**config.mk**
```make
export PLATFORM = sky130hd
export DESIGN_NAME = axi_arb_2to1_32_flat
export DESIGN_NICKNAME = d
export VERILOG_FILES = /design/src/rtl/axi_arb_2to1_32_if.sv /design/src/rtl/axi_arb_2to1_32.sv /design/src/flat_wrapper.sv
export SDC_FILE = /design/constraint.sdc
export NUM_CORES = 1
export LEC_CHECK = 0
export ABC_AREA = 1
export BUFFER_PORTS_ARGS = -buffer_cell sky130_fd_sc_hd__buf_2
export CAP_MARGIN = 15
export CORE_AREA = 2 2 240 242
export CTS_CLUSTER_DIAMETER = 50
export CTS_CLUSTER_SIZE = 20
export DETAILED_ROUTE_END_ITERATION = 12
export DIE_AREA = 0 0 242 244
export SYNTH_ARGS = -nofsm -noshare
export SYNTH_HDL_FRONTEND = slang
export SYNTH_SLANG_ARGS = --single-unit
```
**constraint.sdc**
```tcl
create_clock -name aclk -period 1.6 [get_ports aclk]
set_input_delay 0.16 -clock aclk [delete_from_list [all_inputs] [get_ports aclk]]
set_output_delay 0.16 -clock aclk [all_outputs]
set_load 0.005 [all_outputs]
```
**src/rtl/axi_arb_2to1_32_if.sv**
```systemverilog
// AXI4 (full) bundle shared by both requester ports and the downstream port
// of axi_arb_2to1_32. There are no ID signals because one transaction per
// path is in flight.
//   AW : awaddr awlen awsize awburst awlock awcache awprot awregion awqos
//        awvalid / awready
//   W  : wdata wstrb wlast wvalid / wready
//   B  : bresp bvalid / bready
//   AR : araddr arlen arsize arburst arlock arcache arprot arregion arqos
//        arvalid / arready
//   R  : rdata rresp rlast rvalid / rready
// Modports: master (drives requests) and slave (drives responses).
interface axi_arb_2to1_32_if #(
  parameter int ADDR_W = 32,
  parameter int DATA_W = 32
);
  localparam int STRB_W = DATA_W / 8;

  logic [ADDR_W-1:0] awaddr;
  logic [7:0]        awlen;
  logic [2:0]        awsize;
  logic [1:0]        awburst;
  logic              awlock;
  logic [3:0]        awcache;
  logic [2:0]        awprot;
  logic [3:0]        awregion;
  logic [3:0]        awqos;
  logic              awvalid;
  logic              awready;

  logic [DATA_W-1:0] wdata;
  logic [STRB_W-1:0] wstrb;
  logic              wlast;
  logic              wvalid;
  logic              wready;

  logic [1:0]        bresp;
  logic              bvalid;
  logic              bready;

  logic [ADDR_W-1:0] araddr;
  logic [7:0]        arlen;
  logic [2:0]        arsize;
  logic [1:0]        arburst;
  logic              arlock;
  logic [3:0]        arcache;
  logic [2:0]        arprot;
  logic [3:0]        arregion;
  logic [3:0]        arqos;
  logic              arvalid;
  logic              arready;

  logic [DATA_W-1:0] rdata;
  logic [1:0]        rresp;
  logic              rlast;
  logic              rvalid;
  logic              rready;

  modport master (
    output awaddr, awlen, awsize, awburst, awlock, awcache, awprot, awregion, awqos, awvalid,
    input  awready,
    output wdata, wstrb, wlast, wvalid,
    input  wready,
    input  bresp, bvalid,
    output bready,
    output araddr, arlen, arsize, arburst, arlock, arcache, arprot, arregion, arqos, arvalid,
    input  arready,
    input  rdata, rresp, rlast, rvalid,
    output rready
  );

  modport slave (
    input  awaddr, awlen, awsize, awburst, awlock, awcache, awprot, awregion, awqos, awvalid,
    output awready,
    input  wdata, wstrb, wlast, wvalid,
    output wready,
    output bresp, bvalid,
    input  bready,
    input  araddr, arlen, arsize, arburst, arlock, arcache, arprot, arregion, arqos, arvalid,
    output arready,
    output rdata, rresp, rlast, rvalid,
    input  rready
  );
endinterface

```
**src/rtl/axi_arb_2to1_32.sv**
```systemverilog
// Two-requester round-robin arbiter in front of one AXI4 slave port.
// The write (AW/W/B) and read (AR/R) paths are arbitrated independently,
// each with one transaction in flight. Payloads are combinational muxes
// from the granted requester; the ungranted requester sees all-zero
// ready/valid/response outputs.
//   aclk    : clock for all ports
//   aresetn : asynchronous active-low reset
//   s0      : requester 0 (width-converter master side), slave modport
//   s1      : requester 1, slave modport
//   m       : shared downstream slave, master modport
module axi_arb_2to1_32 #(
  parameter int ADDR_W = 32,
  parameter int DATA_W = 32
) (
  input  logic              aclk,
  input  logic              aresetn,
  axi_arb_2to1_32_if.slave  s0,
  axi_arb_2to1_32_if.slave  s1,
  axi_arb_2to1_32_if.master m
);
  localparam int STRB_W = DATA_W / 8;

  typedef enum logic [1:0] {W_IDLE, W_ADDR, W_DATA, W_RESP} w_state_t;
  typedef enum logic [1:0] {R_IDLE, R_ADDR, R_DATA} r_state_t;

  w_state_t w_state, w_state_nxt;
  r_state_t r_state, r_state_nxt;
  // gnt: 0 = s0, 1 = s1. prev: requester granted last time on that path.
  logic w_gnt, w_gnt_nxt, w_prev, w_prev_nxt;
  logic r_gnt, r_gnt_nxt, r_prev, r_prev_nxt;

  logic w_addr_ph, w_data_ph, w_resp_ph, r_addr_ph, r_data_ph;
  logic aw_hs, w_last_hs, b_hs, ar_hs, r_last_hs;

  logic [ADDR_W-1:0] awaddr_sel, araddr_sel;
  logic [DATA_W-1:0] wdata_sel;
  logic [STRB_W-1:0] wstrb_sel;

  function automatic logic pick(input logic req0, input logic req1, input logic prev);
    return (req0 && req1) ? ~prev : req1;
  endfunction

  always_ff @(posedge aclk or negedge aresetn) begin
    if (!aresetn) begin
      w_state <= W_IDLE;
      w_gnt   <= 1'b0;
      w_prev  <= 1'b1;
      r_state <= R_IDLE;
      r_gnt   <= 1'b0;
      r_prev  <= 1'b1;
    end else begin
      w_state <= w_state_nxt;
      w_gnt   <= w_gnt_nxt;
      w_prev  <= w_prev_nxt;
      r_state <= r_state_nxt;
      r_gnt   <= r_gnt_nxt;
      r_prev  <= r_prev_nxt;
    end
  end

  always_comb begin
    w_state_nxt = w_state;
    w_gnt_nxt   = w_gnt;
    w_prev_nxt  = w_prev;
    case (w_state)
      W_IDLE: if (s0.awvalid || s1.awvalid) begin
        w_gnt_nxt   = pick(s0.awvalid, s1.awvalid, w_prev);
        w_prev_nxt  = w_gnt_nxt;
        w_state_nxt = W_ADDR;
      end
      W_ADDR:  if (aw_hs)     w_state_nxt = W_DATA;
      W_DATA:  if (w_last_hs) w_state_nxt = W_RESP;
      W_RESP:  if (b_hs)      w_state_nxt = W_IDLE;
      default: w_state_nxt = W_IDLE;
    endcase
  end

  always_comb begin
    r_state_nxt = r_state;
    r_gnt_nxt   = r_gnt;
    r_prev_nxt  = r_prev;
    case (r_state)
      R_IDLE: if (s0.arvalid || s1.arvalid) begin
        r_gnt_nxt   = pick(s0.arvalid, s1.arvalid, r_prev);
        r_prev_nxt  = r_gnt_nxt;
        r_state_nxt = R_ADDR;
      end
      R_ADDR:  if (ar_hs)     r_state_nxt = R_DATA;
      R_DATA:  if (r_last_hs) r_state_nxt = R_IDLE;
      default: r_state_nxt = R_IDLE;
    endcase
  end

  assign w_addr_ph = (w_state == W_ADDR);
  assign w_data_ph = (w_state == W_DATA);
  assign w_resp_ph = (w_state == W_RESP);
  assign r_addr_ph = (r_state == R_ADDR);
  assign r_data_ph = (r_state == R_DATA);

  assign aw_hs     = m.awvalid && m.awready;
  assign w_last_hs = m.wvalid && m.wready && m.wlast;
  assign b_hs      = m.bvalid && m.bready;
  assign ar_hs     = m.arvalid && m.arready;
  assign r_last_hs = m.rvalid && m.rready && m.rlast;

  // Write address / data toward m
  assign awaddr_sel  = w_gnt ? s1.awaddr : s0.awaddr;
  assign wdata_sel   = w_gnt ? s1.wdata  : s0.wdata;
  assign wstrb_sel   = w_gnt ? s1.wstrb  : s0.wstrb;
  assign m.awaddr    = awaddr_sel;
  assign m.awlen     = w_gnt ? s1.awlen    : s0.awlen;
  assign m.awsize    = w_gnt ? s1.awsize   : s0.awsize;
  assign m.awburst   = w_gnt ? s1.awburst  : s0.awburst;
  assign m.awlock    = w_gnt ? s1.awlock   : s0.awlock;
  assign m.awcache   = w_gnt ? s1.awcache  : s0.awcache;
  assign m.awprot    = w_gnt ? s1.awprot   : s0.awprot;
  assign m.awregion  = w_gnt ? s1.awregion : s0.awregion;
  assign m.awqos     = w_gnt ? s1.awqos    : s0.awqos;
  assign m.awvalid   = w_addr_ph && (w_gnt ? s1.awvalid : s0.awvalid);
  assign m.wdata     = wdata_sel;
  assign m.wstrb     = wstrb_sel;
  assign m.wlast     = w_gnt ? s1.wlast : s0.wlast;
  assign m.wvalid    = w_data_ph && (w_gnt ? s1.wvalid : s0.wvalid);
  assign m.bready    = w_resp_ph && (w_gnt ? s1.bready : s0.bready);

  // Read address toward m
  assign araddr_sel  = r_gnt ? s1.araddr : s0.araddr;
  assign m.araddr    = araddr_sel;
  assign m.arlen     = r_gnt ? s1.arlen    : s0.arlen;
  assign m.arsize    = r_gnt ? s1.arsize   : s0.arsize;
  assign m.arburst   = r_gnt ? s1.arburst  : s0.arburst;
  assign m.arlock    = r_gnt ? s1.arlock   : s0.arlock;
  assign m.arcache   = r_gnt ? s1.arcache  : s0.arcache;
  assign m.arprot    = r_gnt ? s1.arprot   : s0.arprot;
  assign m.arregion  = r_gnt ? s1.arregion : s0.arregion;
  assign m.arqos     = r_gnt ? s1.arqos    : s0.arqos;
  assign m.arvalid   = r_addr_ph && (r_gnt ? s1.arvalid : s0.arvalid);
  assign m.rready    = r_data_ph && (r_gnt ? s1.rready : s0.rready);

  // Responses back to the requesters; the ungranted side sees zeros
  assign s0.awready  = w_addr_ph && !w_gnt && m.awready;
  assign s1.awready  = w_addr_ph &&  w_gnt && m.awready;
  assign s0.wready   = w_data_ph && !w_gnt && m.wready;
  assign s1.wready   = w_data_ph &&  w_gnt && m.wready;
  assign s0.bvalid   = w_resp_ph && !w_gnt && m.bvalid;
  assign s1.bvalid   = w_resp_ph &&  w_gnt && m.bvalid;
  assign s0.bresp    = (w_resp_ph && !w_gnt) ? m.bresp : '0;
  assign s1.bresp    = (w_resp_ph &&  w_gnt) ? m.bresp : '0;

  assign s0.arready  = r_addr_ph && !r_gnt && m.arready;
  assign s1.arready  = r_addr_ph &&  r_gnt && m.arready;
  assign s0.rvalid   = r_data_ph && !r_gnt && m.rvalid;
  assign s1.rvalid   = r_data_ph &&  r_gnt && m.rvalid;
  assign s0.rresp    = (r_data_ph && !r_gnt) ? m.rresp : '0;
  assign s1.rresp    = (r_data_ph &&  r_gnt) ? m.rresp : '0;
  assign s0.rdata    = (r_data_ph && !r_gnt) ? m.rdata : '0;
  assign s1.rdata    = (r_data_ph &&  r_gnt) ? m.rdata : '0;
  assign s0.rlast    = r_data_ph && !r_gnt && m.rlast;
  assign s1.rlast    = r_data_ph &&  r_gnt && m.rlast;
endmodule

```
**src/flat_wrapper.sv**
```systemverilog
// flat-port wrapper written by rule: the top's interface ports become plain ports
module axi_arb_2to1_32_flat 
#(
  parameter int ADDR_W = 32,
  parameter int DATA_W = 32
)
  (aclk, aresetn, s0_awaddr, s0_awlen, s0_awsize, s0_awburst, s0_awlock, s0_awcache, s0_awprot, s0_awregion, s0_awqos, s0_awvalid, s0_awready, s0_wdata, s0_wstrb, s0_wlast, s0_wvalid, s0_wready, s0_bresp, s0_bvalid, s0_bready, s0_araddr, s0_arlen, s0_arsize, s0_arburst, s0_arlock, s0_arcache, s0_arprot, s0_arregion, s0_arqos, s0_arvalid, s0_arready, s0_rdata, s0_rresp, s0_rlast, s0_rvalid, s0_rready, s1_awaddr, s1_awlen, s1_awsize, s1_awburst, s1_awlock, s1_awcache, s1_awprot, s1_awregion, s1_awqos, s1_awvalid, s1_awready, s1_wdata, s1_wstrb, s1_wlast, s1_wvalid, s1_wready, s1_bresp, s1_bvalid, s1_bready, s1_araddr, s1_arlen, s1_arsize, s1_arburst, s1_arlock, s1_arcache, s1_arprot, s1_arregion, s1_arqos, s1_arvalid, s1_arready, s1_rdata, s1_rresp, s1_rlast, s1_rvalid, s1_rready, m_awaddr, m_awlen, m_awsize, m_awburst, m_awlock, m_awcache, m_awprot, m_awregion, m_awqos, m_awvalid, m_awready, m_wdata, m_wstrb, m_wlast, m_wvalid, m_wready, m_bresp, m_bvalid, m_bready, m_araddr, m_arlen, m_arsize, m_arburst, m_arlock, m_arcache, m_arprot, m_arregion, m_arqos, m_arvalid, m_arready, m_rdata, m_rresp, m_rlast, m_rvalid, m_rready);
  axi_arb_2to1_32_if #(.ADDR_W(ADDR_W), .DATA_W(DATA_W)) s0_i ();
  axi_arb_2to1_32_if #(.ADDR_W(ADDR_W), .DATA_W(DATA_W)) s1_i ();
  axi_arb_2to1_32_if #(.ADDR_W(ADDR_W), .DATA_W(DATA_W)) m_i ();
  input  logic aclk;
  input  logic aresetn;
  input wire logic [$bits(s0_i.awaddr)-1:0] s0_awaddr;
  input wire logic [$bits(s0_i.awlen)-1:0] s0_awlen;
  input wire logic [$bits(s0_i.awsize)-1:0] s0_awsize;
  input wire logic [$bits(s0_i.awburst)-1:0] s0_awburst;
  input wire logic [$bits(s0_i.awlock)-1:0] s0_awlock;
  input wire logic [$bits(s0_i.awcache)-1:0] s0_awcache;
  input wire logic [$bits(s0_i.awprot)-1:0] s0_awprot;
  input wire logic [$bits(s0_i.awregion)-1:0] s0_awregion;
  input wire logic [$bits(s0_i.awqos)-1:0] s0_awqos;
  input wire logic [$bits(s0_i.awvalid)-1:0] s0_awvalid;
  output wire logic [$bits(s0_i.awready)-1:0] s0_awready;
  input wire logic [$bits(s0_i.wdata)-1:0] s0_wdata;
  input wire logic [$bits(s0_i.wstrb)-1:0] s0_wstrb;
  input wire logic [$bits(s0_i.wlast)-1:0] s0_wlast;
  input wire logic [$bits(s0_i.wvalid)-1:0] s0_wvalid;
  output wire logic [$bits(s0_i.wready)-1:0] s0_wready;
  output wire logic [$bits(s0_i.bresp)-1:0] s0_bresp;
  output wire logic [$bits(s0_i.bvalid)-1:0] s0_bvalid;
  input wire logic [$bits(s0_i.bready)-1:0] s0_bready;
  input wire logic [$bits(s0_i.araddr)-1:0] s0_araddr;
  input wire logic [$bits(s0_i.arlen)-1:0] s0_arlen;
  input wire logic [$bits(s0_i.arsize)-1:0] s0_arsize;
  input wire logic [$bits(s0_i.arburst)-1:0] s0_arburst;
  input wire logic [$bits(s0_i.arlock)-1:0] s0_arlock;
  input wire logic [$bits(s0_i.arcache)-1:0] s0_arcache;
  input wire logic [$bits(s0_i.arprot)-1:0] s0_arprot;
  input wire logic [$bits(s0_i.arregion)-1:0] s0_arregion;
  input wire logic [$bits(s0_i.arqos)-1:0] s0_arqos;
  input wire logic [$bits(s0_i.arvalid)-1:0] s0_arvalid;
  output wire logic [$bits(s0_i.arready)-1:0] s0_arready;
  output wire logic [$bits(s0_i.rdata)-1:0] s0_rdata;
  output wire logic [$bits(s0_i.rresp)-1:0] s0_rresp;
  output wire logic [$bits(s0_i.rlast)-1:0] s0_rlast;
  output wire logic [$bits(s0_i.rvalid)-1:0] s0_rvalid;
  input wire logic [$bits(s0_i.rready)-1:0] s0_rready;
  input wire logic [$bits(s1_i.awaddr)-1:0] s1_awaddr;
  input wire logic [$bits(s1_i.awlen)-1:0] s1_awlen;
  input wire logic [$bits(s1_i.awsize)-1:0] s1_awsize;
  input wire logic [$bits(s1_i.awburst)-1:0] s1_awburst;
  input wire logic [$bits(s1_i.awlock)-1:0] s1_awlock;
  input wire logic [$bits(s1_i.awcache)-1:0] s1_awcache;
  input wire logic [$bits(s1_i.awprot)-1:0] s1_awprot;
  input wire logic [$bits(s1_i.awregion)-1:0] s1_awregion;
  input wire logic [$bits(s1_i.awqos)-1:0] s1_awqos;
  input wire logic [$bits(s1_i.awvalid)-1:0] s1_awvalid;
  output wire logic [$bits(s1_i.awready)-1:0] s1_awready;
  input wire logic [$bits(s1_i.wdata)-1:0] s1_wdata;
  input wire logic [$bits(s1_i.wstrb)-1:0] s1_wstrb;
  input wire logic [$bits(s1_i.wlast)-1:0] s1_wlast;
  input wire logic [$bits(s1_i.wvalid)-1:0] s1_wvalid;
  output wire logic [$bits(s1_i.wready)-1:0] s1_wready;
  output wire logic [$bits(s1_i.bresp)-1:0] s1_bresp;
  output wire logic [$bits(s1_i.bvalid)-1:0] s1_bvalid;
  input wire logic [$bits(s1_i.bready)-1:0] s1_bready;
  input wire logic [$bits(s1_i.araddr)-1:0] s1_araddr;
  input wire logic [$bits(s1_i.arlen)-1:0] s1_arlen;
  input wire logic [$bits(s1_i.arsize)-1:0] s1_arsize;
  input wire logic [$bits(s1_i.arburst)-1:0] s1_arburst;
  input wire logic [$bits(s1_i.arlock)-1:0] s1_arlock;
  input wire logic [$bits(s1_i.arcache)-1:0] s1_arcache;
  input wire logic [$bits(s1_i.arprot)-1:0] s1_arprot;
  input wire logic [$bits(s1_i.arregion)-1:0] s1_arregion;
  input wire logic [$bits(s1_i.arqos)-1:0] s1_arqos;
  input wire logic [$bits(s1_i.arvalid)-1:0] s1_arvalid;
  output wire logic [$bits(s1_i.arready)-1:0] s1_arready;
  output wire logic [$bits(s1_i.rdata)-1:0] s1_rdata;
  output wire logic [$bits(s1_i.rresp)-1:0] s1_rresp;
  output wire logic [$bits(s1_i.rlast)-1:0] s1_rlast;
  output wire logic [$bits(s1_i.rvalid)-1:0] s1_rvalid;
  input wire logic [$bits(s1_i.rready)-1:0] s1_rready;
  output wire logic [$bits(m_i.awaddr)-1:0] m_awaddr;
  output wire logic [$bits(m_i.awlen)-1:0] m_awlen;
  output wire logic [$bits(m_i.awsize)-1:0] m_awsize;
  output wire logic [$bits(m_i.awburst)-1:0] m_awburst;
  output wire logic [$bits(m_i.awlock)-1:0] m_awlock;
  output wire logic [$bits(m_i.awcache)-1:0] m_awcache;
  output wire logic [$bits(m_i.awprot)-1:0] m_awprot;
  output wire logic [$bits(m_i.awregion)-1:0] m_awregion;
  output wire logic [$bits(m_i.awqos)-1:0] m_awqos;
  output wire logic [$bits(m_i.awvalid)-1:0] m_awvalid;
  input wire logic [$bits(m_i.awready)-1:0] m_awready;
  output wire logic [$bits(m_i.wdata)-1:0] m_wdata;
  output wire logic [$bits(m_i.wstrb)-1:0] m_wstrb;
  output wire logic [$bits(m_i.wlast)-1:0] m_wlast;
  output wire logic [$bits(m_i.wvalid)-1:0] m_wvalid;
  input wire logic [$bits(m_i.wready)-1:0] m_wready;
  input wire logic [$bits(m_i.bresp)-1:0] m_bresp;
  input wire logic [$bits(m_i.bvalid)-1:0] m_bvalid;
  output wire logic [$bits(m_i.bready)-1:0] m_bready;
  output wire logic [$bits(m_i.araddr)-1:0] m_araddr;
  output wire logic [$bits(m_i.arlen)-1:0] m_arlen;
  output wire logic [$bits(m_i.arsize)-1:0] m_arsize;
  output wire logic [$bits(m_i.arburst)-1:0] m_arburst;
  output wire logic [$bits(m_i.arlock)-1:0] m_arlock;
  output wire logic [$bits(m_i.arcache)-1:0] m_arcache;
  output wire logic [$bits(m_i.arprot)-1:0] m_arprot;
  output wire logic [$bits(m_i.arregion)-1:0] m_arregion;
  output wire logic [$bits(m_i.arqos)-1:0] m_arqos;
  output wire logic [$bits(m_i.arvalid)-1:0] m_arvalid;
  input wire logic [$bits(m_i.arready)-1:0] m_arready;
  input wire logic [$bits(m_i.rdata)-1:0] m_rdata;
  input wire logic [$bits(m_i.rresp)-1:0] m_rresp;
  input wire logic [$bits(m_i.rlast)-1:0] m_rlast;
  input wire logic [$bits(m_i.rvalid)-1:0] m_rvalid;
  output wire logic [$bits(m_i.rready)-1:0] m_rready;
  assign s0_i.awaddr = s0_awaddr;
  assign s0_i.awlen = s0_awlen;
  assign s0_i.awsize = s0_awsize;
  assign s0_i.awburst = s0_awburst;
  assign s0_i.awlock = s0_awlock;
  assign s0_i.awcache = s0_awcache;
  assign s0_i.awprot = s0_awprot;
  assign s0_i.awregion = s0_awregion;
  assign s0_i.awqos = s0_awqos;
  assign s0_i.awvalid = s0_awvalid;
  assign s0_awready = s0_i.awready;
  assign s0_i.wdata = s0_wdata;
  assign s0_i.wstrb = s0_wstrb;
  assign s0_i.wlast = s0_wlast;
  assign s0_i.wvalid = s0_wvalid;
  assign s0_wready = s0_i.wready;
  assign s0_bresp = s0_i.bresp;
  assign s0_bvalid = s0_i.bvalid;
  assign s0_i.bready = s0_bready;
  assign s0_i.araddr = s0_araddr;
  assign s0_i.arlen = s0_arlen;
  assign s0_i.arsize = s0_arsize;
  assign s0_i.arburst = s0_arburst;
  assign s0_i.arlock = s0_arlock;
  assign s0_i.arcache = s0_arcache;
  assign s0_i.arprot = s0_arprot;
  assign s0_i.arregion = s0_arregion;
  assign s0_i.arqos = s0_arqos;
  assign s0_i.arvalid = s0_arvalid;
  assign s0_arready = s0_i.arready;
  assign s0_rdata = s0_i.rdata;
  assign s0_rresp = s0_i.rresp;
  assign s0_rlast = s0_i.rlast;
  assign s0_rvalid = s0_i.rvalid;
  assign s0_i.rready = s0_rready;
  assign s1_i.awaddr = s1_awaddr;
  assign s1_i.awlen = s1_awlen;
  assign s1_i.awsize = s1_awsize;
  assign s1_i.awburst = s1_awburst;
  assign s1_i.awlock = s1_awlock;
  assign s1_i.awcache = s1_awcache;
  assign s1_i.awprot = s1_awprot;
  assign s1_i.awregion = s1_awregion;
  assign s1_i.awqos = s1_awqos;
  assign s1_i.awvalid = s1_awvalid;
  assign s1_awready = s1_i.awready;
  assign s1_i.wdata = s1_wdata;
  assign s1_i.wstrb = s1_wstrb;
  assign s1_i.wlast = s1_wlast;
  assign s1_i.wvalid = s1_wvalid;
  assign s1_wready = s1_i.wready;
  assign s1_bresp = s1_i.bresp;
  assign s1_bvalid = s1_i.bvalid;
  assign s1_i.bready = s1_bready;
  assign s1_i.araddr = s1_araddr;
  assign s1_i.arlen = s1_arlen;
  assign s1_i.arsize = s1_arsize;
  assign s1_i.arburst = s1_arburst;
  assign s1_i.arlock = s1_arlock;
  assign s1_i.arcache = s1_arcache;
  assign s1_i.arprot = s1_arprot;
  assign s1_i.arregion = s1_arregion;
  assign s1_i.arqos = s1_arqos;
  assign s1_i.arvalid = s1_arvalid;
  assign s1_arready = s1_i.arready;
  assign s1_rdata = s1_i.rdata;
  assign s1_rresp = s1_i.rresp;
  assign s1_rlast = s1_i.rlast;
  assign s1_rvalid = s1_i.rvalid;
  assign s1_i.rready = s1_rready;
  assign m_awaddr = m_i.awaddr;
  assign m_awlen = m_i.awlen;
  assign m_awsize = m_i.awsize;
  assign m_awburst = m_i.awburst;
  assign m_awlock = m_i.awlock;
  assign m_awcache = m_i.awcache;
  assign m_awprot = m_i.awprot;
  assign m_awregion = m_i.awregion;
  assign m_awqos = m_i.awqos;
  assign m_awvalid = m_i.awvalid;
  assign m_i.awready = m_awready;
  assign m_wdata = m_i.wdata;
  assign m_wstrb = m_i.wstrb;
  assign m_wlast = m_i.wlast;
  assign m_wvalid = m_i.wvalid;
  assign m_i.wready = m_wready;
  assign m_i.bresp = m_bresp;
  assign m_i.bvalid = m_bvalid;
  assign m_bready = m_i.bready;
  assign m_araddr = m_i.araddr;
  assign m_arlen = m_i.arlen;
  assign m_arsize = m_i.arsize;
  assign m_arburst = m_i.arburst;
  assign m_arlock = m_i.arlock;
  assign m_arcache = m_i.arcache;
  assign m_arprot = m_i.arprot;
  assign m_arregion = m_i.arregion;
  assign m_arqos = m_i.arqos;
  assign m_arvalid = m_i.arvalid;
  assign m_i.arready = m_arready;
  assign m_i.rdata = m_rdata;
  assign m_i.rresp = m_rresp;
  assign m_i.rlast = m_rlast;
  assign m_i.rvalid = m_rvalid;
  assign m_rready = m_i.rready;
  axi_arb_2to1_32 #(.ADDR_W(ADDR_W), .DATA_W(DATA_W)) u_core (.aclk(aclk), .aresetn(aresetn), .s0(s0_i), .s1(s1_i), .m(m_i));
endmodule
```
Word-level counts from Yosys, hierarchy flattened
Index checks and enable logic that the tools add are counted.
Storage, ports and cells
  bits in registers: 8
  input bits: 372
  output and inout bits: 248
  logic and storage cells: 109
Operators by class
  equal/unequal tests: 12
  mux-type cells: 43
  bitwise logic cells: 2
  reductions and logical operators: 46
Operators with widths (count)
  $mux W32: 5
  $logic_and A1 B1 Y1: 36
  $mux W4: 7
  $mux W2: 13
  $mux W8: 2
  $mux W3: 4
  $mux W1: 10
  $ne A2 B2 Y1 const B: 5
  $pmux W2 S4: 1
  $eq A2 B2 Y1 const B: 3
  $pmux W2 S3: 1
  $eq A2 B1 Y1 const B: 2
  $logic_not A2 Y1: 2
  $ne A2 B1 Y1 const B: 2
  $reduce_and A2 Y1: 2
  $reduce_and A4 Y1: 1
  $reduce_and A3 Y1: 1
  $logic_not A1 Y1: 2
  $logic_or A1 B1 Y1: 2
  $not A1 Y1: 2

Logic depth before layout (Yosys ltp)
Gate-level depths: netlist (run 1).
  depth after elaboration: 6
  gate-level depth with buffers: 9
  gate-level depth less buffers: 8

Least setup slack after synthesis (run 1)
Ideal clock, no wire load.
  path type: register to register
  from: register u_core.w_state[0]
  to: register u_core.w_state[0]
  library setup time: 117 ps
  arrival: 1059 ps
  data required time: 1483 ps
  path slack: 424 ps
  stages on the path, launching flop included: 9
  path buffers: 0
  clock period less this slack: 1176 ps
  cells stage by stage: dfrtp_1 -> inv_1 -> ha_1 -> inv_1 -> nor3_1 -> nor2_2 -> nand3_2 -> nand2_1 -> nand2_1
Between the ends
  word-level cells in the longest chain between the ends: 6
  elaborated cells between the ends (all ways): 17
  classes of those cells: eq/ne: 7; mux: 1; reduce/logical: 9
Ends and longest elaborated chain
  start, declared: line axi_arb_2to1_32.sv:26  | w_state_t w_state, w_state_nxt;
  start signal, assigned: line axi_arb_2to1_32.sv:52  | w_state <= w_state_nxt;
  $eq A2 B2 Y1: line axi_arb_2to1_32.sv:65, axi_arb_2to1_32.sv:95
  $logic_and A1 B1 Y1: line axi_arb_2to1_32.sv:123  | assign m.wvalid = w_data_ph && (w_gnt ? s1.wvalid : s0.wvalid);
  $logic_and A1 B1 Y1 (2 in a row): line axi_arb_2to1_32.sv:101  | assign w_last_hs = m.wvalid && m.wready && m.wlast;
  $ne A2 B2 Y1 (no line)
  $reduce_and A4 Y1 (no line)
Several ways; a longest one is shown, not always the timed one.
A chain may end at the register's enable or synchronous reset.

Final worst setup path (run 1)
  from: register u_core.w_gnt
  to: output port m_wdata[1]
Between the ends
  word-level cells in the longest chain between the ends: 1
Ends and longest elaborated chain
  start, declared: line axi_arb_2to1_32.sv:29  | logic w_gnt, w_gnt_nxt, w_prev, w_prev_nxt;
  start signal, assigned: line axi_arb_2to1_32.sv:53  | w_gnt <= w_gnt_nxt;
  $mux W32: line axi_arb_2to1_32.sv:108  | assign wdata_sel = w_gnt ? s1.wdata : s0.wdata;
  end, declared: line flat_wrapper.sv:94  | output wire logic [$bits(m_i.wdata)-1:0] m_wdata;
Every way passes these cells.

==> flow_metrics.py, run 1 <==
metrics = {
    "place": {
        "portBuffers": 619,
        "gp_congestion": 0.882,
        "placed_cells": 2088,
        "place_hpwl_um": 21100,
    },
    "cells_and_area": {
        "fillCellCount": 6631,
        "multi_input_area_um2": 2610,
        "nets": 1733,
        "final_common_cell": "buf_2",
        "final_cells": 2114,
        "fin_util_pct": 14.0,
        "register_area_um2": 210,
        "areaGrowthSynthToFinish_pct": 152,
        "mostFrequentLayoutCells": "buf_2 (618), nand2_1 (489), nor2_1 (70), inv_1 (59), nor2_2 (16)",
        "layout-drive-gt1-share_pct": 52.9,
    },
    "run_status": {
        "status": "finished with violations",
        "violations": "negative setup slack",
    },
    "floorplanning": {
        "rows": 87,
        "core-area_um2": 56200,
        "chipHeight_um": 244,
        "num_io_pins": 620,
        "chipWidth_um": 242,
        "start_util_pct": 5.56,
        "dieArea_um2": 59000,
    },
    "cts": {
        "cts_tree": "built",
        "clkSinkCount": 8,
        "cts_made_buffers": 3,
        "htreeDepth": 1,
        "worstSkewPairLatency_ns": 0.24,
        "root_buffer": "clkbuf_16",
        "cts_buffer_depth": 2,
        "clk_pin_slew_ns": 0.04,
    },
    "power_and_ir_drop": {
        "netSwitchingFraction_pct": 52.6,
        "comb_power_share_pct": 90.1,
        "switchingPower_uw": 5060,
        "p_total_uw": 9620,
        "power_density_nw_per_um2": 1220,
        "leakagePower_uw": 0.00515,
        "seqPwrFrac_pct": 5.2,
        "intPower_uw": 4560,
        "ir_drop_v": 0.000780,
        "p_clk_share_pct": 4.8,
    },
    "setup_path": {
        "cp_data_arrival_time_ns": 1.44,
        "crit_family": "flip-flops",
        "cp_common_cell": "nand2_1",
        "cp_max_fo": 32,
        "crit_slowest_cell": "dfrtp_4",
        "endpoint_kind": "output port",
        "crit_chain": "buf_12, buf_16, nand2_1, nand2_1, buf_2",
        "cp_num_buf_inv": 3,
        "max_stage_delay_ns": 0.53,
        "crit_type": "register to output port",
        "startpoint_type": "register",
        "crit_required_ns": 1.44,
    },
    "global_route": {
        "grt_pass1_vias": 6506,
        "track_usage_pct": 7.68,
        "antenna_found_initial": 7,
        "grt-ovfl-total": 0,
        "grt_pass1_wl_um": 35300,
        "grt_max_degree": 52,
    },
    "logic_synthesis": {
        "syn_inst": 733,
        "yosysUniqueCellTypes": 26,
        "synth_area_um2": 3120,
        "synth_seq_cells": 8,
        "yosysWarnings": 0,
        "synth_area_per_cell_um2": 4.26,
        "synth-seq-area-share_pct": 6.49,
        "synth_fp_nets": 1109,
    },
    "drt": {
        "wl_per_cell_um": 12.4,
        "drtAntennaViolNets": 0,
        "vias_per_cell": 3.19,
        "drtIter0Drc": 213,
        "routed_wirelength_um": 26300,
        "drt_first_pass_iters": 4,
        "drc": 0,
        "vias": 6735,
    },
    "timing": {
        "hold_viol_final": 0,
        "maxSlewHeadroom_pct": 80.0,
        "rsz0062_at_grt": "yes",
        "finalCritPeriodShare_pct": 100,
        "timing.final.ws_setup_ns": -0.00365,
        "setup_viol": 2,
        "drv_slew": 0,
        "max_freq_ghz": 0.624,
        "worstMarginPinSlew_ns": 0.297,
        "fin_crit_ns": 1.60,
        "finalClockSkew_ns": 0.00126,
    },
    "hold_path": {
        "holdCritPathClass": "primary input to register",
    },
    "run": {
        "max_cap_viol_count": 0,
    },
}
[cell families after synthesis]
family          Yosys count  synth area share (%)
buf+inv                 105                  15.3
compound gates           11                  2.16
fa+ha+maj                 4                  1.60
simple gates            605                  74.4
flops                     8                  6.49
[Yosys cell counts]
master / number / area (um2)
buf_6: 2 / 22.5
nor3_1: 7 / 35.0
o211ai_1: 1 / 7.51
o31ai_1: 1 / 7.51
o21ai_1: 1 / 5.00
a21oi_1: 2 / 10.0
buf_4: 6 / 45.0
a21oi_2: 1 / 8.76
nand3_1: 4 / 20.0
nor2_2: 1 / 6.26
nor2_4: 1 / 11.3
nand2_1: 497 / 1870
and2_1: 2 / 12.5
nand3_2: 1 / 10.0
ha_1: 4 / 50.1
inv_1: 61 / 229
or2_2: 1 / 6.26
buf_2: 35 / 175
inv_4: 1 / 6.26
nor2_1: 85 / 319
nand2_2: 4 / 25.0
dfrtp_1: 6 / 150
dfstp_2: 2 / 52.6
nand4_1: 2 / 12.5
o21ai_0: 4 / 20.0
o21ai_2: 1 / 8.76
[metal layers]
layer  global-route usage (%)  part of all wire, %  vias up
met3                     1.70                  7.7       52
met2                     15.3                   53      429
met4                     3.47                  4.7        2
met1                     7.47                   35     2864
met5                        0                0.049        -
li1                         -                    -     3388
[worst min-delay path: stages]
cell and delay (ns):
buf_2 0.09, nand2_1 0.09, nand2_1 0.07
[path summary, 6_finish.rpt]
kind,startpoint,to,slack (ns),cells after the start
setup / recovery,u_core.w_gnt,m_wdata[1],-0.004,5
max in group asynchronous,aresetn,u_core.w_prev,0.97,2
hold / removal,m_arready,u_core.r_state[1],0.20,3
hold reg to reg,u_core.r_prev,u_core.r_prev,0.47,2
min in group asynchronous,aresetn,u_core.r_gnt,0.35,2
setup reg to reg,u_core.w_gnt,u_core.w_state[0],0.08,8
[stage by stage]
stage	setup TNS (ns)	instance area, um2	setup slack, ns	hold slack (ns)
3_3_place_gp	0	7190	0.105	0.0747
5_1_grt	-1.64	7860	-0.0763	0.221
4_1_cts	-0.202	7450	-0.0216	0.188
2_1_floorplan	0	3120	0.424	-0.136
6_report	-0.00567	7860	-0.00365	0.203
3_5_place_dp	0	7190	0.111	0.0772
[state kept, by name, summed over array words and instances (netlist names)]
register / cells
u_core.w_prev: 1
u_core.w_gnt: 1
u_core.r_gnt: 1
u_core.r_state: 2
u_core.w_state: 2
u_core.r_prev: 1
[cell type report]
cell class,instances,area share (%)
diodes,3,0.0955
multi-input cells,621,33.2
repair buffers,661,47.8
well taps,756,12.0
inverters,62,3.22
clock buffers,3,0.955
flip-flops and latches,8,2.67
[timing repair]
item	CTS	global route
hold buffers	1	0
setup buffers	6	2
endpoints found under the setup margin	101	136
resized for setup	12	63
endpoints found under the hold margin	6	0
pin swaps	2	1
cloned	3	8
[power groups by stage]
stage	Sequential (uW)	Combinational (uW)	Clock [uW]
global route	521	9580	493
finish	498	8670	458
CTS	474	7790	483
floorplan	392	3750	0
global placement	455	7250	0
detailed placement	460	7230	0
(Power assumes the default switching activity.)
==> run 2: changes to the inputs <==
--- a/config.mk
+++ b/config.mk
@@ -9,10 +9,11 @@
 export BUFFER_PORTS_ARGS = -buffer_cell sky130_fd_sc_hd__buf_2
 export CAP_MARGIN = 15
 export CORE_AREA = 2 2 240 242
-export CTS_CLUSTER_DIAMETER = 50
 export CTS_CLUSTER_SIZE = 20
 export DETAILED_ROUTE_END_ITERATION = 12
 export DIE_AREA = 0 0 242 244
+export MAX_ROUTING_LAYER = met4
+export SLEW_MARGIN = 30
 export SYNTH_ARGS = -nofsm -noshare
 export SYNTH_HDL_FRONTEND = slang
 export SYNTH_SLANG_ARGS = --single-unit
==> run 2 against run 1 <==
The run still ends with negative setup slack left. Die area unchanged. Worst setup slack got worse by 0.0064 ns. Clock-buffer cell count unchanged. Critical path type unchanged.
==> flow_metrics.py, run 2 (synthesized netlist as in run 1, its figures left out) <==
metrics = {
    "timing": {
        "worstMarginPinSlew_ns": 0.297,
        "drv_slew": 0,
        "hold_viol_final": 0,
        "rsz0062_at_grt": "yes",
        "finalClockSkew_ns": 0.00135,
        "max_freq_ghz": 0.621,
        "fin_crit_ns": 1.61,
        "finalCritPeriodShare_pct": 101,
        "maxSlewHeadroom_pct": 80.0,
        "timing.final.ws_setup_ns": -0.0100,
        "setup_viol": 3,
    },
    "place": {
        "gp_congestion": 0.896,
        "dp_slack_ns": 0.111,
        "portBuffers": 619,
        "place_area_um2": 7190,
        "place_hpwl_um": 21100,
        "placed_cells": 2088,
    },
    "global_route": {
        "track_usage_pct": 7.91,
        "grt_pass1_wl_um": 35200,
        "antenna_found_initial": 7,
        "grt-ovfl-total": 0,
        "grt_max_degree": 52,
        "grt_pass1_vias": 6512,
    },
    "setup_path": {
        "r2r_end": "u_core.w_state[0]",
        "crit_required_ns": 1.44,
        "crit_end": "m_wdata[3]",
        "cp-startpoint": "u_core.w_gnt",
        "endpoint_kind": "output port",
        "cp_data_arrival_time_ns": 1.45,
        "crit_slowest_cell": "dfrtp_4",
        "max_stage_delay_ns": 0.53,
        "crit_chain": "buf_12, buf_16, nand2_1, nand2_2, buf_2",
        "rrSetupSlack_ns": 0.05,
        "cp_max_fo": 32,
        "startpoint_type": "register",
        "r2r_start": "u_core.w_gnt",
        "crit_type": "register to output port",
        "rr_worst_depth": 8,
    },
    "cts": {
        "cts_made_buffers": 3,
        "htreeDepth": 1,
        "worstSkewPairLatency_ns": 0.24,
        "cts_tree": "built",
        "root_buffer": "clkbuf_16",
        "cts_buffer_depth": 2,
        "clk_pin_slew_ns": 0.04,
        "clkSinkCount": 8,
    },
    "floorplanning": {
        "start_util_pct": 5.56,
        "dieArea_um2": 59000,
        "core-area_um2": 56200,
        "num_io_pins": 620,
        "chipHeight_um": 244,
        "chipWidth_um": 242,
        "rows": 87,
    },
    "cells_and_area": {
        "areaGrowthSynthToFinish_pct": 157,
        "layout-drive-gt1-share_pct": 54.8,
        "final_cells": 2118,
        "fin_area_um2": 8020,
        "nets": 1736,
        "final_common_cell": "buf_2",
        "mostFrequentLayoutCells": "buf_2 (617), nand2_1 (487), inv_1 (59), nor2_1 (47), nor2_2 (34)",
        "top_regs": "u_core.r_state x2, u_core.w_state x2",
    },
    "drt": {
        "vias": 6795,
        "drc": 0,
        "drtIter0Drc": 273,
        "routed_wirelength_um": 26700,
        "vias_per_cell": 3.21,
        "drtAntennaViolNets": 0,
        "wl_per_cell_um": 12.6,
        "drt_first_pass_iters": 6,
    },
    "hold_path": {
        "holdCritPathClass": "primary input to register",
    },
    "power_and_ir_drop": {
        "leakagePower_uw": 0.00517,
        "power_density_nw_per_um2": 1220,
        "ir_drop_v": 0.000791,
        "p_total_uw": 9800,
    },
    "run": {
        "max_cap_viol_count": 0,
    },
    "run_status": {
        "violations": "negative setup slack",
        "status": "finished with violations",
    },
}
-- run 2: metal layers --
| metal | global-route usage (%) | routed length (um) |
|---|---|---|
| met1 | 7.53 | 8870 |
| met2 | 15.3 | 14100 |
| met3 | 1.58 | 2380 |
| met4 | 3.43 | 1330 |
| met5 | - | 0 |
-- run 2: repair_timing --
| action | CTS | global route |
|---|---|---|
| resized for setup | 12 | 93 |
| buffers inserted | 6 | 1 |
| hold buffers | 1 | 0 |
| setup endpoints to repair | 101 | 136 |
| pin swaps | 2 | 3 |
| hold endpoints to repair | 6 | 0 |
| gates cloned | 3 | 12 |
-- run 2: cell type report --
type                    instances  area (um2)
well taps                     756         946
fillers                      6617       48100
flip-flops and latches          8         210
inverters                      62         253
clock buffers                   3        75.1
multi-input cells             621        2690
diodes                          4        10.0
repair buffers                664        3830
-- run 2: report_power, final --
group	total (uW)	internal (uW)	switching, uW
sequential	498	343	154
combinational	8840	3970	4870
clock	460	326	134
-- run 2: worst min-delay path by stage --
stage	from	endpoint	slack, ns	cells after the start
final	s1_arvalid	u_core.r_prev	0.20	3
after global routing	s1_arvalid	u_core.r_prev	0.21	3
after CTS	s1_arvalid	u_core.r_prev	0.19	3
after detailed placement	aresetn	u_core.r_state[0]	0.08	1
after global placement	aresetn	u_core.r_state[0]	0.07	1
after floorplan	aresetn	u_core.r_gnt	-0.14	0
-- run 2: worst max-delay path, delay by kind of cell, from the launching register on --
family	cells	cell delay, ns
buffers and inverters	3	0.49
flip-flops	1	0.53
AND/OR/NAND/NOR	2	0.15
-- run 2: stage by stage --
stage	hold slack, ns	utilization [%]	TNS [ns]
floorplan	-0.136	-	0
global placement	0.0747	12.8	0
detailed placement	0.0772	12.8	0
CTS	0.188	13.3	-0.202
global route	0.210	14.3	-1.92
finish	0.196	14.3	-0.0129
==> run 3: changes to the inputs <==
--- a/config.mk
+++ b/config.mk
@@ -8,11 +8,14 @@
 export ABC_AREA = 1
 export BUFFER_PORTS_ARGS = -buffer_cell sky130_fd_sc_hd__buf_2
 export CAP_MARGIN = 15
-export CORE_AREA = 2 2 240 242
+export CELL_PAD_IN_SITES_DETAIL_PLACEMENT = 2
+export CELL_PAD_IN_SITES_GLOBAL_PLACEMENT = 2
+export CORE_AREA = 2 2 241 243
 export CTS_CLUSTER_SIZE = 20
 export DETAILED_ROUTE_END_ITERATION = 12
-export DIE_AREA = 0 0 242 244
+export DIE_AREA = 0 0 243 245
 export MAX_ROUTING_LAYER = met4
+export PLACE_DENSITY_LB_ADDON = 0.1
 export SLEW_MARGIN = 30
 export SYNTH_ARGS = -nofsm -noshare
 export SYNTH_HDL_FRONTEND = slang
==> run 3 against run 2 <==
First-iteration DRC count shrank 53%. Utilization down 0.95 points. Largest cell class unchanged. Critical endpoint is now m_wdata[22]. Worst setup slack better by 0.043 ns. The flow now finishes without violations. Critical path type unchanged. Sequential cell count stayed put. Total power shrank 1.3%. Via count increased by 0.44%. Final cell count decreased by 0.24%. Highest routed layer unchanged. Largest power group unchanged.
==> flow_metrics.py, run 3 (synthesized netlist as in run 1, its figures left out) <==
metrics = {
    "power_and_ir_drop": {
        "leakagePower_uw": 0.00503,
        "ir_drop_v": 0.000310,
        "p_clk_share_pct": 4.4,
        "intPower_uw": 4290,
        "power_density_nw_per_um2": 1270,
        "seqPwrFrac_pct": 4.9,
        "comb_power_share_pct": 90.7,
        "netSwitchingFraction_pct": 55.7,
        "switchingPower_uw": 5380,
    },
    "cts": {
        "htreeDepth": 1,
        "clkSinkCount": 8,
        "clk_pin_slew_ns": 0.04,
        "cts_buffer_depth": 2,
        "cts_made_buffers": 3,
        "cts_tree": "built",
        "root_buffer": "clkbuf_16",
        "worstSkewPairLatency_ns": 0.23,
    },
    "setup_path": {
        "crit_required_ns": 1.44,
        "startpoint_type": "register",
        "endpoint_kind": "output port",
        "rr_worst_depth": 7,
        "cp_data_arrival_time_ns": 1.41,
        "cp_max_fo": 34,
        "rrSetupSlack_ns": 0.16,
        "crit_type": "register to output port",
    },
    "floorplanning": {
        "core-area_um2": 57000,
        "start_util_pct": 5.47,
        "dieArea_um2": 59500,
        "num_io_pins": 620,
        "rows": 88,
        "chipWidth_um": 243,
        "chipHeight_um": 245,
    },
    "cells_and_area": {
        "fin_util_pct": 13.3,
        "areaGrowthSynthToFinish_pct": 144,
        "fillCellCount": 7197,
        "top_regs": "u_core.r_state x2, u_core.w_state x2",
        "mostFrequentLayoutCells": "buf_2 (611), nand2_1 (493), nor2_1 (83), inv_1 (59), buf_12 (9)",
        "layout-drive-gt1-share_pct": 50.6,
        "nets": 1714,
        "final_cells": 2113,
        "final_common_cell": "buf_2",
    },
    "drt": {
        "vias_per_cell": 3.23,
        "wl_per_cell_um": 18.7,
        "drt_first_pass_iters": 4,
        "drtAntennaViolNets": 0,
        "drtIter0Drc": 127,
        "routed_wirelength_um": 39400,
        "vias": 6825,
        "drc": 0,
    },
    "global_route": {
        "grt-ovfl-total": 0,
        "grt_max_degree": 59,
        "grt_pass1_vias": 7472,
        "track_usage_pct": 12.5,
        "antenna_found_initial": 11,
        "grt_pass1_wl_um": 53400,
    },
    "run_status": {
        "status": "finished clean",
    },
    "run": {
        "max_cap_viol_count": 0,
    },
    "place": {
        "gp_congestion": 0.862,
        "portBuffers": 619,
        "place_hpwl_um": 34700,
        "placed_cells": 2090,
    },
    "timing": {
        "max_freq_ghz": 0.638,
        "finalClockSkew_ns": 0.000669,
        "hold_viol_final": 0,
        "setup_viol": 0,
        "drv_slew": 0,
        "fin_crit_ns": 1.57,
        "maxSlewHeadroom_pct": 78.0,
        "rsz0062_at_grt": "yes",
        "worstMarginPinSlew_ns": 0.327,
        "finalCritPeriodShare_pct": 97.9,
    },
    "hold_path": {
        "holdCritPathClass": "primary input to register",
        "hold_path_depth": 3,
    },
}
-- run 3: cell count changes in the layout (fill, tap and decap cells not counted), moves of 3 or more --
cell / previous run / this run
nor2_1: 47 / 83
nor2_2: 34 / 3
diode_2: 4 / 12
buf_2: 617 / 611
nand2_1: 487 / 493
buf_4: 11 / 6
buf_6: 13 / 8
clkbuf_16: 11 / 6
nor2_4: 6 / 1
nand2_2: 12 / 8
buf_12: 6 / 9
-- run 3: layer usage --
metal	vias to the layer above	global-route usage, %	share of wire, %
li1	3352	-	-
met1	3215	12.2	35
met2	244	25.4	58
met3	14	3.04	6.1
met4	0	1.46	1.0
met5	-	-	0
-- run 3: cell type report --
| class | count | area [um2] | share of cell area (%) |
|---|---|---|---|
| antenna | 12 | 30.0 | 0.395 |
| clock buffer | 3 | 75.1 | 0.987 |
| inverter | 62 | 245 | 3.23 |
| multi-input combinational | 620 | 2500 | 32.9 |
| sequential | 8 | 208 | 2.73 |
| tap | 765 | 957 | 12.6 |
| timing repair buffer | 643 | 3590 | 47.2 |
-- run 3: critical path, cell delays in order (launching register included) --
cell      delay [ns]
dfrtp_4         0.52
clkinv_8        0.15
buf_16          0.20
nand2_1         0.07
nand2_1         0.09
buf_6           0.11
-- run 3: worst paths after layout --
check                               endpoint           from
min in group asynchronous  u_core.w_state[1]        aresetn
min                        u_core.r_state[1]      m_arready
max in group asynchronous      u_core.r_prev        aresetn
max reg2reg                u_core.w_state[1]   u_core.w_gnt
max                              m_wdata[22]   u_core.w_gnt
min reg2reg                    u_core.r_prev  u_core.r_prev
-- run 3: stage by stage --
stage                     hold WS (ns)  power, uW  setup TNS (ns)  worst slack, ns  area, um2
final                            0.197       9670               0           0.0328       7600
after global placement          0.0512       8750               0            0.132       7170
after CTS                        0.207       9420         -0.0594          -0.0273       7330
after detailed placement        0.0528       8720               0            0.114       7170
after global routing             0.226      10800          -0.946          -0.0538       7600
after floorplan                 -0.136       4140               0            0.424       3120
-- run 3: what timing repair did --
item | in CTS | in global routing
hold endpoints to repair | 6 | 0
setup buffers | 0 | 3
pin swaps | 1 | 2
hold buffers | 1 | 0
resized for setup | 11 | 33
setup endpoints to repair | 69 | 126
gates cloned | 1 | 3
-- run 3: power by group through the flow --
stage               Sequential, uW  Clock [uW]  Combinational, uW
global placement               455           0               8290
detailed placement             459           0               8260
floorplan                      392           0               3750
global route                   496         452               9860
CTS                            476         443               8500
finish                         470         429               8770
